$ cat config.mk
export PLATFORM = sky130hd
export DESIGN_NAME = ssaes444_subword_sched
export DESIGN_NICKNAME = d
export VERILOG_FILES = /design/src/rtl/ssaes444_pkg.sv /design/src/rtl/ssaes444_subword_sched_subword.sv /design/src/rtl/ssaes444_subword_sched.sv
export SDC_FILE = /design/constraint.sdc
export NUM_CORES = 1
export LEC_CHECK = 0
export ABC_CLOCK_PERIOD_IN_PS = 4100
export BUFFER_PORTS_ARGS = -buffer_cell sky130_fd_sc_hd__buf_2
export CELL_PAD_IN_SITES_DETAIL_PLACEMENT = 0
export CELL_PAD_IN_SITES_GLOBAL_PLACEMENT = 1
export CORE_AREA = 2 2 180 182
export CTS_CLUSTER_SIZE = 12
export DETAILED_ROUTE_END_ITERATION = 6
export DIE_AREA = 0 0 182 184
export PLACE_DENSITY_LB_ADDON = 0.1
export SLEW_MARGIN = 20
export SYNTH_ARGS = -nofsm -noshare
export SYNTH_HDL_FRONTEND = slang
export SYNTH_HIERARCHICAL = 1
export SYNTH_SLANG_ARGS = --single-unit
$ cat constraint.sdc
create_clock -name clk -period 4.1 [get_ports clk]
set_input_delay 0.615 -clock clk [delete_from_list [all_inputs] [get_ports clk]]
set_output_delay 0.615 -clock clk [all_outputs]
set_load 0.05 [all_outputs]
$ cat src/rtl/ssaes444_pkg.sv
// Shared constants, the 4-bit S-box and the scheduler FSM encoding for the
// small-scale AES 4x4x4 SubWord scheduler.
package ssaes444_pkg;

    localparam int unsigned WORD_W   = 16;
    localparam int unsigned STATE_W  = 64;
    localparam int unsigned NIBBLE_W = 4;
    localparam int unsigned NCOLS    = 4;
    localparam int unsigned COL_W    = 2;
    localparam int unsigned SBOX_N   = 16;

    // S-box table, indexed by the input nibble.
    localparam logic [NIBBLE_W-1:0] SBOX [SBOX_N] = '{
        4'h6, 4'hB, 4'h5, 4'h4, 4'h2, 4'hE, 4'h7, 4'hA,
        4'h9, 4'hD, 4'hF, 4'hC, 4'h3, 4'h1, 4'h0, 4'h8
    };

    typedef enum logic [1:0] {
        ST_IDLE = 2'd0,
        ST_RUN  = 2'd1,
        ST_DONE = 2'd2
    } sched_state_e;

    // Single-nibble substitution.
    function automatic logic [NIBBLE_W-1:0] sbox(input logic [NIBBLE_W-1:0] x);
        return SBOX[x];
    endfunction

endpackage

$ cat src/rtl/ssaes444_subword_sched_subword.sv
// Shared SubWord: four parallel 4-bit S-boxes over one 16-bit word.
//   word   in  16  operand word
//   result out 16  substituted word (combinational)
module ssaes444_subword_sched_subword
    import ssaes444_pkg::*;
(
    input  logic [WORD_W-1:0] word,
    output logic [WORD_W-1:0] result
);

    always_comb begin
        result = '0;
        for (int unsigned i = 0; i < WORD_W / NIBBLE_W; i++) begin
            result[i*NIBBLE_W +: NIBBLE_W] = sbox(word[i*NIBBLE_W +: NIBBLE_W]);
        end
    end

endmodule

$ cat src/rtl/ssaes444_subword_sched.sv
// Time-multiplexes one SubWord between key-schedule word requests and the
// four columns of a datapath SubBytes job.
//   clk, rst_n            clock, async active-low reset
//   ks_req/ks_word        key-schedule request and operand
//   ks_gnt                combinational grant (ks_word consumed this cycle)
//   ks_ack/ks_result      registered grant and substituted word
//   dp_start/dp_state     job start pulse and 64-bit state
//   dp_busy/dp_done       job in progress / one-cycle completion pulse
//   dp_result             substituted state, updated on entering DONE
module ssaes444_subword_sched
    import ssaes444_pkg::*;
#(
    parameter bit FAIR = 1'b1
) (
    input  logic               clk,
    input  logic               rst_n,
    input  logic               ks_req,
    input  logic [WORD_W-1:0]  ks_word,
    output logic               ks_gnt,
    output logic               ks_ack,
    output logic [WORD_W-1:0]  ks_result,
    input  logic               dp_start,
    input  logic [STATE_W-1:0] dp_state,
    output logic               dp_busy,
    output logic               dp_done,
    output logic [STATE_W-1:0] dp_result
);

    sched_state_e       fsm_q, fsm_d;
    logic [STATE_W-1:0] state_q, state_d;
    logic [COL_W-1:0]   cnt_q, cnt_d;
    logic               last_ks_q;

    logic [STATE_W-1:0] dp_result_d;
    logic [WORD_W-1:0]  ks_result_d;
    logic               dp_busy_d, dp_done_d;

    logic [5:0]         col_idx;
    logic [WORD_W-1:0]  col_word;
    logic [WORD_W-1:0]  sw_in, sw_out;

    assign col_idx  = {cnt_q, 4'b0000};
    assign col_word = state_q[col_idx +: WORD_W];

    // Arbiter: in RUN the fair policy yields to DP after every KS grant.
    always_comb begin
        ks_gnt = ks_req;
        if (fsm_q == ST_RUN) begin
            ks_gnt = ks_req & (~FAIR | ~last_ks_q);
        end
    end

    assign sw_in = ks_gnt ? ks_word : col_word;

    ssaes444_subword_sched_subword u_subword (
        .word   (sw_in),
        .result (sw_out)
    );

    // Next-state and next-output logic.
    always_comb begin
        fsm_d       = fsm_q;
        state_d     = state_q;
        cnt_d       = cnt_q;
        dp_result_d = dp_result;
        ks_result_d = ks_gnt ? sw_out : ks_result;

        case (fsm_q)
            ST_IDLE: begin
                if (dp_start) begin
                    fsm_d   = ST_RUN;
                    state_d = dp_state;
                    cnt_d   = '0;
                end
            end
            ST_RUN: begin
                if (!ks_gnt) begin
                    state_d[col_idx +: WORD_W] = sw_out;
                    cnt_d = cnt_q + COL_W'(1);
                    if (cnt_q == COL_W'(NCOLS - 1)) begin
                        fsm_d       = ST_DONE;
                        dp_result_d = state_d;
                    end
                end
            end
            ST_DONE: begin
                if (dp_start) begin
                    fsm_d   = ST_RUN;
                    state_d = dp_state;
                    cnt_d   = '0;
                end else begin
                    fsm_d = ST_IDLE;
                end
            end
            default: begin
                fsm_d = ST_IDLE;
            end
        endcase

        dp_busy_d = (fsm_d == ST_RUN);
        dp_done_d = (fsm_d == ST_DONE);
    end

    // State and output registers.
    always_ff @(posedge clk or negedge rst_n) begin
        if (!rst_n) begin
            fsm_q     <= ST_IDLE;
            state_q   <= '0;
            cnt_q     <= '0;
            last_ks_q <= 1'b0;
            ks_ack    <= 1'b0;
            ks_result <= '0;
            dp_busy   <= 1'b0;
            dp_done   <= 1'b0;
            dp_result <= '0;
        end else begin
            fsm_q     <= fsm_d;
            state_q   <= state_d;
            cnt_q     <= cnt_d;
            last_ks_q <= ks_gnt;
            ks_ack    <= ks_gnt;
            ks_result <= ks_result_d;
            dp_busy   <= dp_busy_d;
            dp_done   <= dp_done_d;
            dp_result <= dp_result_d;
        end
    end

endmodule

==> results of run 1 <==
## cells in the mapped netlist (4+ instances only)
| library cell | number | share of area [%] |
|---|---|---|
| dfrtp_1 | 151 | 43 |
| a21oi_1 | 101 | 5.8 |
| nor2_1 | 86 | 3.7 |
| o21ai_0 | 63 | 3.6 |
| clkbuf_1 | 38 | 1.6 |
| mux2_2 | 35 | 4.5 |
| nor2b_1 | 34 | 2.4 |
| a22oi_1 | 33 | 2.8 |
| a31oi_1 | 33 | 2.4 |
| inv_1 | 33 | 1.4 |
| ha_1 | 30 | 4.3 |
| buf_2 | 27 | 1.5 |
| mux4_2 | 20 | 5.1 |
| and2_1 | 19 | 1.4 |
| and3_1 | 19 | 1.4 |
| a21o_1 | 17 | 1.5 |
| a211oi_1 | 16 | 1.4 |
| o2bb2ai_1 | 16 | 1.6 |
| a221o_1 | 15 | 1.7 |
| a2bb2oi_1 | 15 | 1.5 |
| a32oi_1 | 15 | 1.5 |
| nand2_1 | 9 | 0.39 |
| buf_4 | 7 | 0.60 |
| buf_6 | 7 | 0.90 |
| mux2i_1 | 5 | 0.57 |
| nand3b_1 | 5 | 0.43 |
| nor3_1 | 4 | 0.23 |
## sequential cells by signal (all words and copies together) (netlist names)
| signal | flops |
|---|---|
| last_ks_q | 1 |
| ks_result | 16 |
| fsm_q | 2 |
| cnt_q | 2 |
| dp_result | 64 |
| dp_done | 1 |
| state_q | 64 |
| dp_busy | 1 |
## per-stage QoR
stage               instance area [um^2]  util [%]
floorplan                           8770         -
global placement                   10100      32.0
detailed placement                 10100      32.0
CTS                                10600      33.8
global route                       10600      33.8
finish                             10600      33.8
## critical path, delay by kind of cell, from the launching register on
family | cells | cell delay (ps)
compound gates | 3 | 550
fa+ha+maj | 1 | 260
buf+inv | 2 | 390
flops | 1 | 740
mux | 3 | 1420
## metal layers
layer	routed length [um]	global-route usage (%)
met1	16400	29.5
met5	0	0
met4	578	5.16
met3	1600	3.07
met2	15900	33.0
## cells by family (layout without fill, tap and decap cells)
kind of cell	Yosys count	after routing	synth area share, %
buffers and inverters	114	273	6.16
AOI/OAI and AO/OA	340	340	25.2
muxes	61	61	10.4
DFF	151	151	43.1
and+or+nand+nor	187	187	10.9
adders and majority gates	30	30	4.28
## final cells by class
class	count	area (um^2)	share of cell area, %
clock buffer	19	443	4.17
clock inverter	13	113	1.06
inverter	34	128	1.20
multi-input combinational	618	4470	42.1
sequential	151	3780	35.6
tap	402	503	4.74
timing repair buffer	207	1180	11.1
## how the worst min path moves through the flow
| stage | from | endpoint | slack [ps] | cells after the start |
|---|---|---|---|---|
| floorplan | rst_n | cnt_q[0]$_DFFE_PN0P_ | 320 | 0 |
| global placement | ks_result[9]$_DFFE_PN0P_ | ks_result[9]$_DFFE_PN0P_ | 500 | 1 |
| detailed placement | ks_result[9]$_DFFE_PN0P_ | ks_result[9]$_DFFE_PN0P_ | 500 | 1 |
| CTS | rst_n | dp_result[37]$_DFFE_PN0P_ | 250 | 1 |
| global route | rst_n | dp_result[41]$_DFFE_PN0P_ | 270 | 1 |
| finish | rst_n | dp_result[37]$_DFFE_PN0P_ | 190 | 1 |
==> out/qor.json, run 1 <==
{
  "slew_headroom_pct": 34.7,
  "cp-start-kind": "flip-flop",
  "cts.repair_timing.setup_buffer_count": 0,
  "placeableCoreArea_um2": 31400,
  "finalClockSkew_ps": 20.9,
  "critical_path.cell_chain": "buf_4, mux4_2, mux2_2, inv_1, ha_1, mux4_2, a31oi_1, a211oi_1, a21o_1",
  "initial_util_pct": 27.9,
  "peak_freq_mhz": 287,
  "setup_repair_after_global_routing_missed_its_margin": "no",
  "synth-seq-cells": 151,
  "wl_mm": 34.5,
  "routed_wire_length_per_instance_um": 23.9,
  "cts_root_buffer": "clkbuf_16",
  "post_synth_arst_share_pct": 100,
  "period_needed_ps": 3480,
  "dpl.cell_count": 1412,
  "crit_path_max_fo": 11,
  "area_enclosed_by_the_die_boundary_um2": 33500,
  "crit_required_ps": 4420,
  "crit_top_cell": "mux4_2",
  "hold_violations": 0,
  "avgViaCountPerCell": 5.28,
  "setup_viol": 0,
  "finalHoldWorstSlack_ps": 191,
  "grt.total_usage_pct": 20.7,
  "synth_nets": 997,
  "clkLatencyLatePin_ps": 440,
  "cpPeakStageDelay_ps": 740,
  "synth-main-ff-cell": "dfrtp_1",
  "finalWorstSetupSlack_ps": 617,
  "grt_max_degree": 82,
  "setup.worst_path.start": "cnt_q[0]$_DFFE_PN0P_",
  "most_common_cell_after_layout_fill_and_taps_aside": "buf_2",
  "maxCapViolations": 0,
  "cts_num_sinks": 151,
  "drtPass1Iterations": 6,
  "post_synth.cell_area_avg_um2": 9.93,
  "detailedPlace.worstSlack_ps": 592,
  "end_kind": "flip-flop",
  "design.final.nets": 1143,
  "crit_path_end": "state_q[8]$_DFFE_PN0P_",
  "timing_worst_setup_path_type": "reg2reg",
  "die_h_um": 184,
  "tightestPinTransition_ps": 976,
  "rows": 65,
  "nFillCells": 3333,
  "setup-tns-final_ps": 0,
  "hold_path.class": "in2async",
  "detail-route-antenna-nets": 0,
  "io_buffer_count": 167,
  "grt.overflow.total": 0,
  "hpwl_mm": 25.0,
  "drt_iter0_drc": 542,
  "r2r_setup_slack_ps": 620,
  "wire_length_of_the_first_global_routing_pass_mm": 51.2,
  "synth_enable_flop_cells": 0,
  "cts_resized": 0,
  "routed-via-count": 7625,
  "slowest_cell_on_crit_path": "dfrtp_1",
  "layout-drive-gt1-share_pct": 29.3,
  "grt_antenna_before_repair": 0,
  "antenna_cells_inserted": 0,
  "rr_startpoint": "cnt_q[0]$_DFFE_PN0P_",
  "cts_max_level": 4,
  "areaGrowthSynthToFinish_pct": 21.0,
  "die_x_um": 182,
  "mostFrequentLayoutCells": "166 x buf_2, 151 x dfrtp_1, 101 x a21oi_1",
  "timing.final.crit_share_pct": 84.9,
  "post_layout_nonfiller_instances": 1444,
  "hold_buffers": 0,
  "grt_pass1_vias": 7550,
  "floorplan.io_pins": 168,
  "clkTransAtPathRegs_ps": 70,
  "final_max_slew_viol_count": 0,
  "synth_cells": 883,
  "critPathArrivalTime_ps": 3800,
  "synthesized_area_um2": 8770,
  "cts_made_buffers": 17,
  "tritoncts": "yes",
  "end_of_the_worst_register_to_register_path": "state_q[8]$_DFFE_PN0P_",
  "yosysSeqAreaShare_pct": 43.1,
  "ff2ff_path_depth": 9,
  "gp_routability_congestion": 0.836,
  "route.detailed.drc": 0,
  "cts-root-to-sink-buffers": 2,
  "yosysUniqueCellTypes": 48,
  "result_of_the_run": "complete, no violations",
  "yosys_warnings": 6
}
Power of run 1 is left out: the tool's default activity adds up to more than one toggle a clock period on the data nets, which glitch-free logic cannot reach.
==> inputs of run 2 (changes only) <==
--- a/config.mk
+++ b/config.mk
@@ -5,14 +5,15 @@
 export SDC_FILE = /design/constraint.sdc
 export NUM_CORES = 1
 export LEC_CHECK = 0
-export ABC_CLOCK_PERIOD_IN_PS = 4100
+export ABC_AREA = 1
+export ABC_CLOCK_PERIOD_IN_PS = 3430
 export BUFFER_PORTS_ARGS = -buffer_cell sky130_fd_sc_hd__buf_2
 export CELL_PAD_IN_SITES_DETAIL_PLACEMENT = 0
 export CELL_PAD_IN_SITES_GLOBAL_PLACEMENT = 1
-export CORE_AREA = 2 2 180 182
+export CORE_AREA = 2 2 186 188
 export CTS_CLUSTER_SIZE = 12
 export DETAILED_ROUTE_END_ITERATION = 6
-export DIE_AREA = 0 0 182 184
+export DIE_AREA = 0 0 188 190
 export PLACE_DENSITY_LB_ADDON = 0.1
 export SLEW_MARGIN = 20
 export SYNTH_ARGS = -nofsm -noshare
==> constraint.sdc (replaced) <==
create_clock -name clk -period 3.43 [get_ports clk]
set_input_delay 0.5145 -clock clk [delete_from_list [all_inputs] [get_ports clk]]
set_output_delay 0.5145 -clock clk [all_outputs]
set_load 0.05 [all_outputs]
==> run 2 against run 1 <==
Against the previous run: wire length grew 15%; setup slack lost 180 ps; synthesized area grew 6.2%; largest cell class unchanged; highest routed layer unchanged.
==> out/qor.json, run 2 <==
{
  "critical_path.cell_chain": "buf_12, o21ai_0, o22ai_1, nand2_1, nand2_1, inv_1, ha_1, inv_1, nand2_1, nand3_1, nand2_1, nand2_1, nor2_1, nand2_1, nand3_1, nand3_1, nand2_1",
  "drt_iter0_drc": 865,
  "hold_violations": 0,
  "cts_root_buffer": "clkbuf_16",
  "wl_mm": 39.7,
  "power.total_w": 0.0140,
  "slew_headroom_pct": 34.4,
  "clkLatencyLatePin_ps": 440,
  "synth-seq-cells": 151,
  "end_kind": "flip-flop",
  "hold_buffers": 0,
  "die_h_um": 190,
  "gp_routability_congestion": 0.901,
  "cp-start-kind": "flip-flop",
  "critPathArrivalTime_ps": 3370,
  "tritoncts": "yes",
  "grt.total_usage_pct": 22.5,
  "tightestPinTransition_ps": 980,
  "detail-route-antenna-nets": 0,
  "die_x_um": 188,
  "antenna_cells_inserted": 0,
  "placeableCoreArea_um2": 33900,
  "areaGrowthSynthToFinish_pct": 21.3,
  "layout-drive-gt1-share_pct": 19.6,
  "yosysUniqueCellTypes": 23,
  "cts_resized": 0,
  "route.detailed.drc": 0,
  "cts_num_sinks": 151,
  "grt_max_degree": 157,
  "maxCapViolations": 0,
  "synthesized_area_um2": 9310,
  "finalWorstSetupSlack_ps": 435,
  "setup-tns-final_ps": 0,
  "setup_viol": 0,
  "final_max_slew_viol_count": 0,
  "timing.final.crit_share_pct": 87.3,
  "grt_antenna_before_repair": 0,
  "cts_max_level": 4,
  "yosys_warnings": 6,
  "drtPass1Iterations": 5,
  "netlist.top_cell.by_area": "dfrtp_1",
  "hpwl_mm": 27.6,
  "mostFrequentLayoutCells": "555 x nand2_1, 190 x nand3_1, 166 x buf_2",
  "initial_util_pct": 27.4,
  "grt.overflow.total": 0,
  "synth_cells": 1364,
  "routed-via-count": 9607,
  "netlist.area_leader.share_pct": 40.6,
  "grt_pass1_vias": 9446,
  "yosysMostFrequentCell": "nand2_1",
  "period_needed_ps": 2990,
  "wire_length_of_the_first_global_routing_pass_mm": 60.5,
  "clkTransAtPathRegs_ps": 70,
  "synth_nets": 1478,
  "cts.repair_timing.setup_buffer_count": 0,
  "setup_repair_after_global_routing_missed_its_margin": "no",
  "timing_worst_setup_path_type": "reg2reg",
  "crit_path_max_fo": 34,
  "static-leakage-power_nw": 6.16,
  "area_enclosed_by_the_die_boundary_um2": 35700,
  "avgViaCountPerCell": 4.88,
  "design.final.nets": 1613,
  "slowest_cell_on_crit_path": "dfrtp_1",
  "ys_top_cells_by_area": "dfrtp_1 41%, nand2_1 22%, nand3_1 10%",
  "routed_wire_length_per_instance_um": 20.2,
  "crit_required_ps": 3800,
  "post_synth.cell_area_avg_um2": 6.83,
  "yosysSeqAreaShare_pct": 40.6,
  "crit_top_cell": "nand2_1",
  "post_layout_nonfiller_instances": 1967,
  "most_common_cell_after_layout_fill_and_taps_aside": "nand2_1",
  "synth-main-ff-cell": "dfrtp_1",
  "power_density_nw_per_um2": 1240,
  "rows": 68,
  "cpPeakStageDelay_ps": 500,
  "dpl.cell_count": 1935,
  "synth_enable_flop_cells": 0,
  "hold_path.class": "in2async",
  "vdd_drop_max_mv": 0.593,
  "floorplan.io_pins": 168,
  "cts-root-to-sink-buffers": 2,
  "layout_top_registers": "dp_result (64), state_q (64), ks_result (16)",
  "synth_commonest_cells": "556 x nand2_1, 190 x nand3_1, 151 x dfrtp_1",
  "peak_freq_mhz": 334,
  "result_of_the_run": "complete, no violations",
  "io_buffer_count": 167,
  "detailedPlace.worstSlack_ps": 416,
  "cts_made_buffers": 17,
  "post_synth_arst_share_pct": 100,
  "finalClockSkew_ps": 16.0
}
==> run 2: layout make-up <==
class,count,area [um^2]
Sequential cell,151,3780
Inverter,44,165
Multi-Input combinational cell,1080,4950
Clock buffer,20,467
Clock inverter,12,166
Fill cell,3745,22600
Timing Repair Buffer,205,1200
Tap cell,455,569
==> run 2: metrics by stage <==
stage | hold WS [ps] | instance area (um^2) | util (%)
after detailed placement | 469 | 10700 | 31.4
after CTS | 101 | 11300 | 33.3
after global placement | 472 | 10700 | 31.4
final | 85.7 | 11300 | 33.3
after global routing | 123 | 11300 | 33.3
after floorplan | 219 | 9310 | -
==> run 2: worst max-delay path, delay by kind of cell (launching register included) <==
family / cells / cell delay [ps]
buffers and inverters: 3 / 380
and+or+nand+nor: 11 / 1350
adders and majority gates: 1 / 290
AOI/OAI and AO/OA: 2 / 440
DFF: 1 / 500
==> run 2: path summary, 6_finish.rpt <==
check                                          startpoint                        end  slack [ps]  cells after the start
worst max-delay path                 cnt_q[0]$_DFFE_PN0P_    state_q[18]$_DFFE_PN0P_         440                     17
worst min-delay path                                rst_n  dp_result[10]$_DFFE_PN0P_          90                      1
worst max register to register       cnt_q[0]$_DFFE_PN0P_    state_q[18]$_DFFE_PN0P_         440                     17
worst min register to register  ks_result[10]$_DFFE_PN0P_  ks_result[10]$_DFFE_PN0P_         480                      2
max in group asynchronous                           rst_n    state_q[55]$_DFFE_PN0P_        2500                      2
min in group clk                             dp_state[51]    state_q[51]$_DFFE_PN0P_         410                      4
==> run 2: metal layers <==
metal	share of wire [%]	GRT usage (%)	vias up	wire length, um
li1	-	-	4682	-
met1	48	32.5	4629	19100
met2	46	35.7	275	18300
met3	4.5	3.25	21	1790
met4	1.4	4.94	0	554
met5	0	0	-	0
==> run 2: kinds of logic (layout without fill, tap and decap cells) <==
| logic type | Yosys count | after routing | share of synthesized area (%) |
|---|---|---|---|
| fa+ha+maj | 30 | 30 | 4.03 |
| compound gates | 157 | 157 | 8.69 |
| buf+inv | 133 | 281 | 6.50 |
| flops | 151 | 151 | 40.6 |
| simple gates | 893 | 893 | 40.2 |
==> run 2: report_power, final <==
| part | switching (W) | internal [W] | total [W] | leakage [nW] |
|---|---|---|---|---|
| clock network | 0.000876 | 0.00122 | 0.00209 | 0.303 |
| registers | 0.000627 | 0.00258 | 0.00321 | 1.91 |
| logic | 0.00635 | 0.00235 | 0.00870 | 3.95 |
| total | 0.00785 | 0.00615 | 0.0140 | 6.16 |
(Power assumes the default switching activity.)
==> inputs of run 3 (changes only) <==
--- a/config.mk
+++ b/config.mk
@@ -10,11 +10,11 @@
 export BUFFER_PORTS_ARGS = -buffer_cell sky130_fd_sc_hd__buf_2
 export CELL_PAD_IN_SITES_DETAIL_PLACEMENT = 0
 export CELL_PAD_IN_SITES_GLOBAL_PLACEMENT = 1
-export CORE_AREA = 2 2 186 188
+export CORE_AREA = 2 2 180 182
 export CTS_CLUSTER_SIZE = 12
 export DETAILED_ROUTE_END_ITERATION = 6
-export DIE_AREA = 0 0 188 190
-export PLACE_DENSITY_LB_ADDON = 0.1
+export DIE_AREA = 0 0 182 184
+export PLACE_DENSITY_LB_ADDON = 0.25
 export SLEW_MARGIN = 20
 export SYNTH_ARGS = -nofsm -noshare
 export SYNTH_HDL_FRONTEND = slang
==> run 3 against run 2 <==
Against the previous run: final cell count shrank 2.1%; combinational power is essentially flat; largest cell class unchanged; highest routed layer unchanged; wire length shrank 3.3%; hold slack gained 22 ps; global-route usage grew 0.56 points; sequential share of layout area is essentially flat.
==> out/qor.json, run 3 (same netlist as run 2, synthesis figures left out) <==
{
  "crit_path_end": "state_q[52]$_DFFE_PN0P_",
  "wire_length_of_the_first_global_routing_pass_mm": 57.9,
  "switchingPower_w": 0.00773,
  "timing_worst_setup_path_type": "reg2reg",
  "r2r_setup_slack_ps": 440,
  "setup_viol": 0,
  "die_h_um": 184,
  "cts_resized": 0,
  "routed-via-count": 9767,
  "drt_iter0_drc": 894,
  "nFillCells": 3470,
  "layout-drive-gt1-share_pct": 19.9,
  "crit_path_max_fo": 25,
  "placeableCoreArea_um2": 31400,
  "wl_mm": 38.4,
  "io_buffer_count": 167,
  "critPathArrivalTime_ps": 3360,
  "sequentialPowerShare_pct": 23.2,
  "detail-route-antenna-nets": 0,
  "areaGrowthSynthToFinish_pct": 21.2,
  "layout_top_registers": "dp_result (64), state_q (64), ks_result (16)",
  "cts_root_buffer": "clkbuf_16",
  "combinationalPowerShare_pct": 62.2,
  "timing.final.crit_share_pct": 87.0,
  "vdd_drop_max_mv": 0.446,
  "gp_routability_congestion": 0.925,
  "static-leakage-power_nw": 6.19,
  "rr_startpoint": "cnt_q[0]$_DFFE_PN0P_",
  "grt_antenna_before_repair": 0,
  "tritoncts": "yes",
  "grt_pass1_vias": 9450,
  "cell_internal_pwr_w": 0.00622,
  "route.detailed.drc": 0,
  "period_needed_ps": 2990,
  "hpwl_mm": 27.8,
  "power_density_nw_per_um2": 1240,
  "sequential_standard_cell_area_um2": 3780,
  "design.final.nets": 1625,
  "drtPass1Iterations": 6,
  "cts_num_sinks": 151,
  "ff2ff_path_depth": 18,
  "finalClockSkew_ps": 9.45,
  "setup.worst_path.start": "cnt_q[0]$_DFFE_PN0P_",
  "antenna_cells_inserted": 0,
  "hold_path.class": "in2async",
  "crit_required_ps": 3800,
  "end_kind": "flip-flop",
  "rows": 65,
  "most_common_cell_after_layout_fill_and_taps_aside": "nand2_1",
  "multi_input_area_um2": 4950,
  "floorplan.io_pins": 168,
  "cts.repair_timing.setup_buffer_count": 0,
  "routed_wire_length_per_instance_um": 19.9,
  "result_of_the_run": "complete, no violations",
  "setup-tns-final_ps": 0,
  "grt.overflow.total": 0,
  "cts_max_level": 4,
  "cp-start-kind": "flip-flop",
  "power.switching_fraction_pct": 55.4,
  "hold_violations": 0,
  "detailedPlace.worstSlack_ps": 522,
  "end_of_the_worst_register_to_register_path": "state_q[52]$_DFFE_PN0P_",
  "peak_freq_mhz": 335,
  "final_max_slew_viol_count": 0,
  "initial_util_pct": 29.7,
  "finalWorstSetupSlack_ps": 445,
  "tightestPinTransition_ps": 1040,
  "area_enclosed_by_the_die_boundary_um2": 33500,
  "hold_buffers": 0,
  "slew_headroom_pct": 30.7,
  "setup_repair_after_global_routing_missed_its_margin": "no",
  "avgViaCountPerCell": 5.07,
  "maxCapViolations": 0,
  "grt.total_usage_pct": 23.1,
  "grt_max_degree": 97,
  "cts-root-to-sink-buffers": 2,
  "clkLatencyLatePin_ps": 440,
  "clock_power_share_pct": 14.6,
  "clkTransAtPathRegs_ps": 70,
  "cts_made_buffers": 17,
  "mostFrequentLayoutCells": "555 x nand2_1, 190 x nand3_1, 166 x buf_2",
  "die_x_um": 182
}
-- run 3: cell types whose count changed in the layout (fill, tap and decap cells not counted) --
| cell | delta |
|---|---|
| buf_12 | -1 |
| buf_4 | +13 |
| bufinv_16 | +1 |
| clkbuf_1 | +4 |
| clkbuf_8 | -3 |
| clkinv_2 | +1 |
| clkinv_4 | -3 |
| clkinvlp_4 | +1 |
| inv_6 | -1 |
-- run 3: layout make-up --
cell class | instances | share of cell area, %
repair buffers | 217 | 11.3
clock inverters | 11 | 1.54
flip-flops and latches | 151 | 33.5
well taps | 402 | 4.45
inverters | 44 | 1.46
clock buffers | 21 | 3.90
multi-input cells | 1080 | 43.8
-- run 3: power by group through the flow --
stage / combinational, W / clock (W) / sequential, W
2_1_floorplan: 0.00441 / 0 / 0.00435
3_3_place_gp: 0.00865 / 0 / 0.00325
5_1_grt: 0.00951 / 0.00216 / 0.00331
4_1_cts: 0.00866 / 0.00208 / 0.00323
3_5_place_dp: 0.00863 / 0 / 0.00326
6_report: 0.00868 / 0.00204 / 0.00323
-- run 3: worst max-delay path: stages (launching register included) --
cell and delay (ps):
dfrtp_1 380, inv_2 330, buf_12 210, o21ai_0 80, o22ai_1 260, nand2_1 130
nand2_1 180, inv_1 110, ha_1 290, inv_1 50, nand2_1 50, nand3_1 60
nand2_1 120, nand2_1 120, nor2_1 180, nand2_1 120, nand3_1 80, nand3_1 80
nand2_1 70
-- run 3: worst min path at each step --
stage                                     end  slack [ps]  cells after the start                       from
floorplan                cnt_q[0]$_DFFE_PN0P_         220                      0                      rst_n
global placement    ks_result[14]$_DFFE_PN0P_         470                      2  ks_result[14]$_DFFE_PN0P_
detailed placement  ks_result[10]$_DFFE_PN0P_         460                      2  ks_result[10]$_DFFE_PN0P_
CTS                 dp_result[51]$_DFFE_PN0P_         140                      1                      rst_n
global route        dp_result[51]$_DFFE_PN0P_         160                      1                      rst_n
finish              dp_result[51]$_DFFE_PN0P_         110                      1                      rst_n
-- run 3: per-layer routing --
layer	global-route usage (%)	vias to the layer above	share of wire (%)
li1	-	4703	-
met1	31.6	4658	46
met2	35.6	343	44
met3	4.62	63	6.1
met4	9.68	0	3.8
met5	0	-	0
-- run 3: stage by stage --
stage          utilization [%]  cells  hold slack (ps)  power, W  cell area (um^2)
2_1_floorplan                -   1364              219   0.00876              9310
3_3_place_gp              34.0   1894              466    0.0119             10700
3_5_place_dp              34.0   1894              465    0.0119             10700
4_1_cts                   36.0   1926              143    0.0140             11300
5_1_grt                   36.0   1926              155    0.0150             11300
6_report                  36.0   1926              108    0.0139             11300
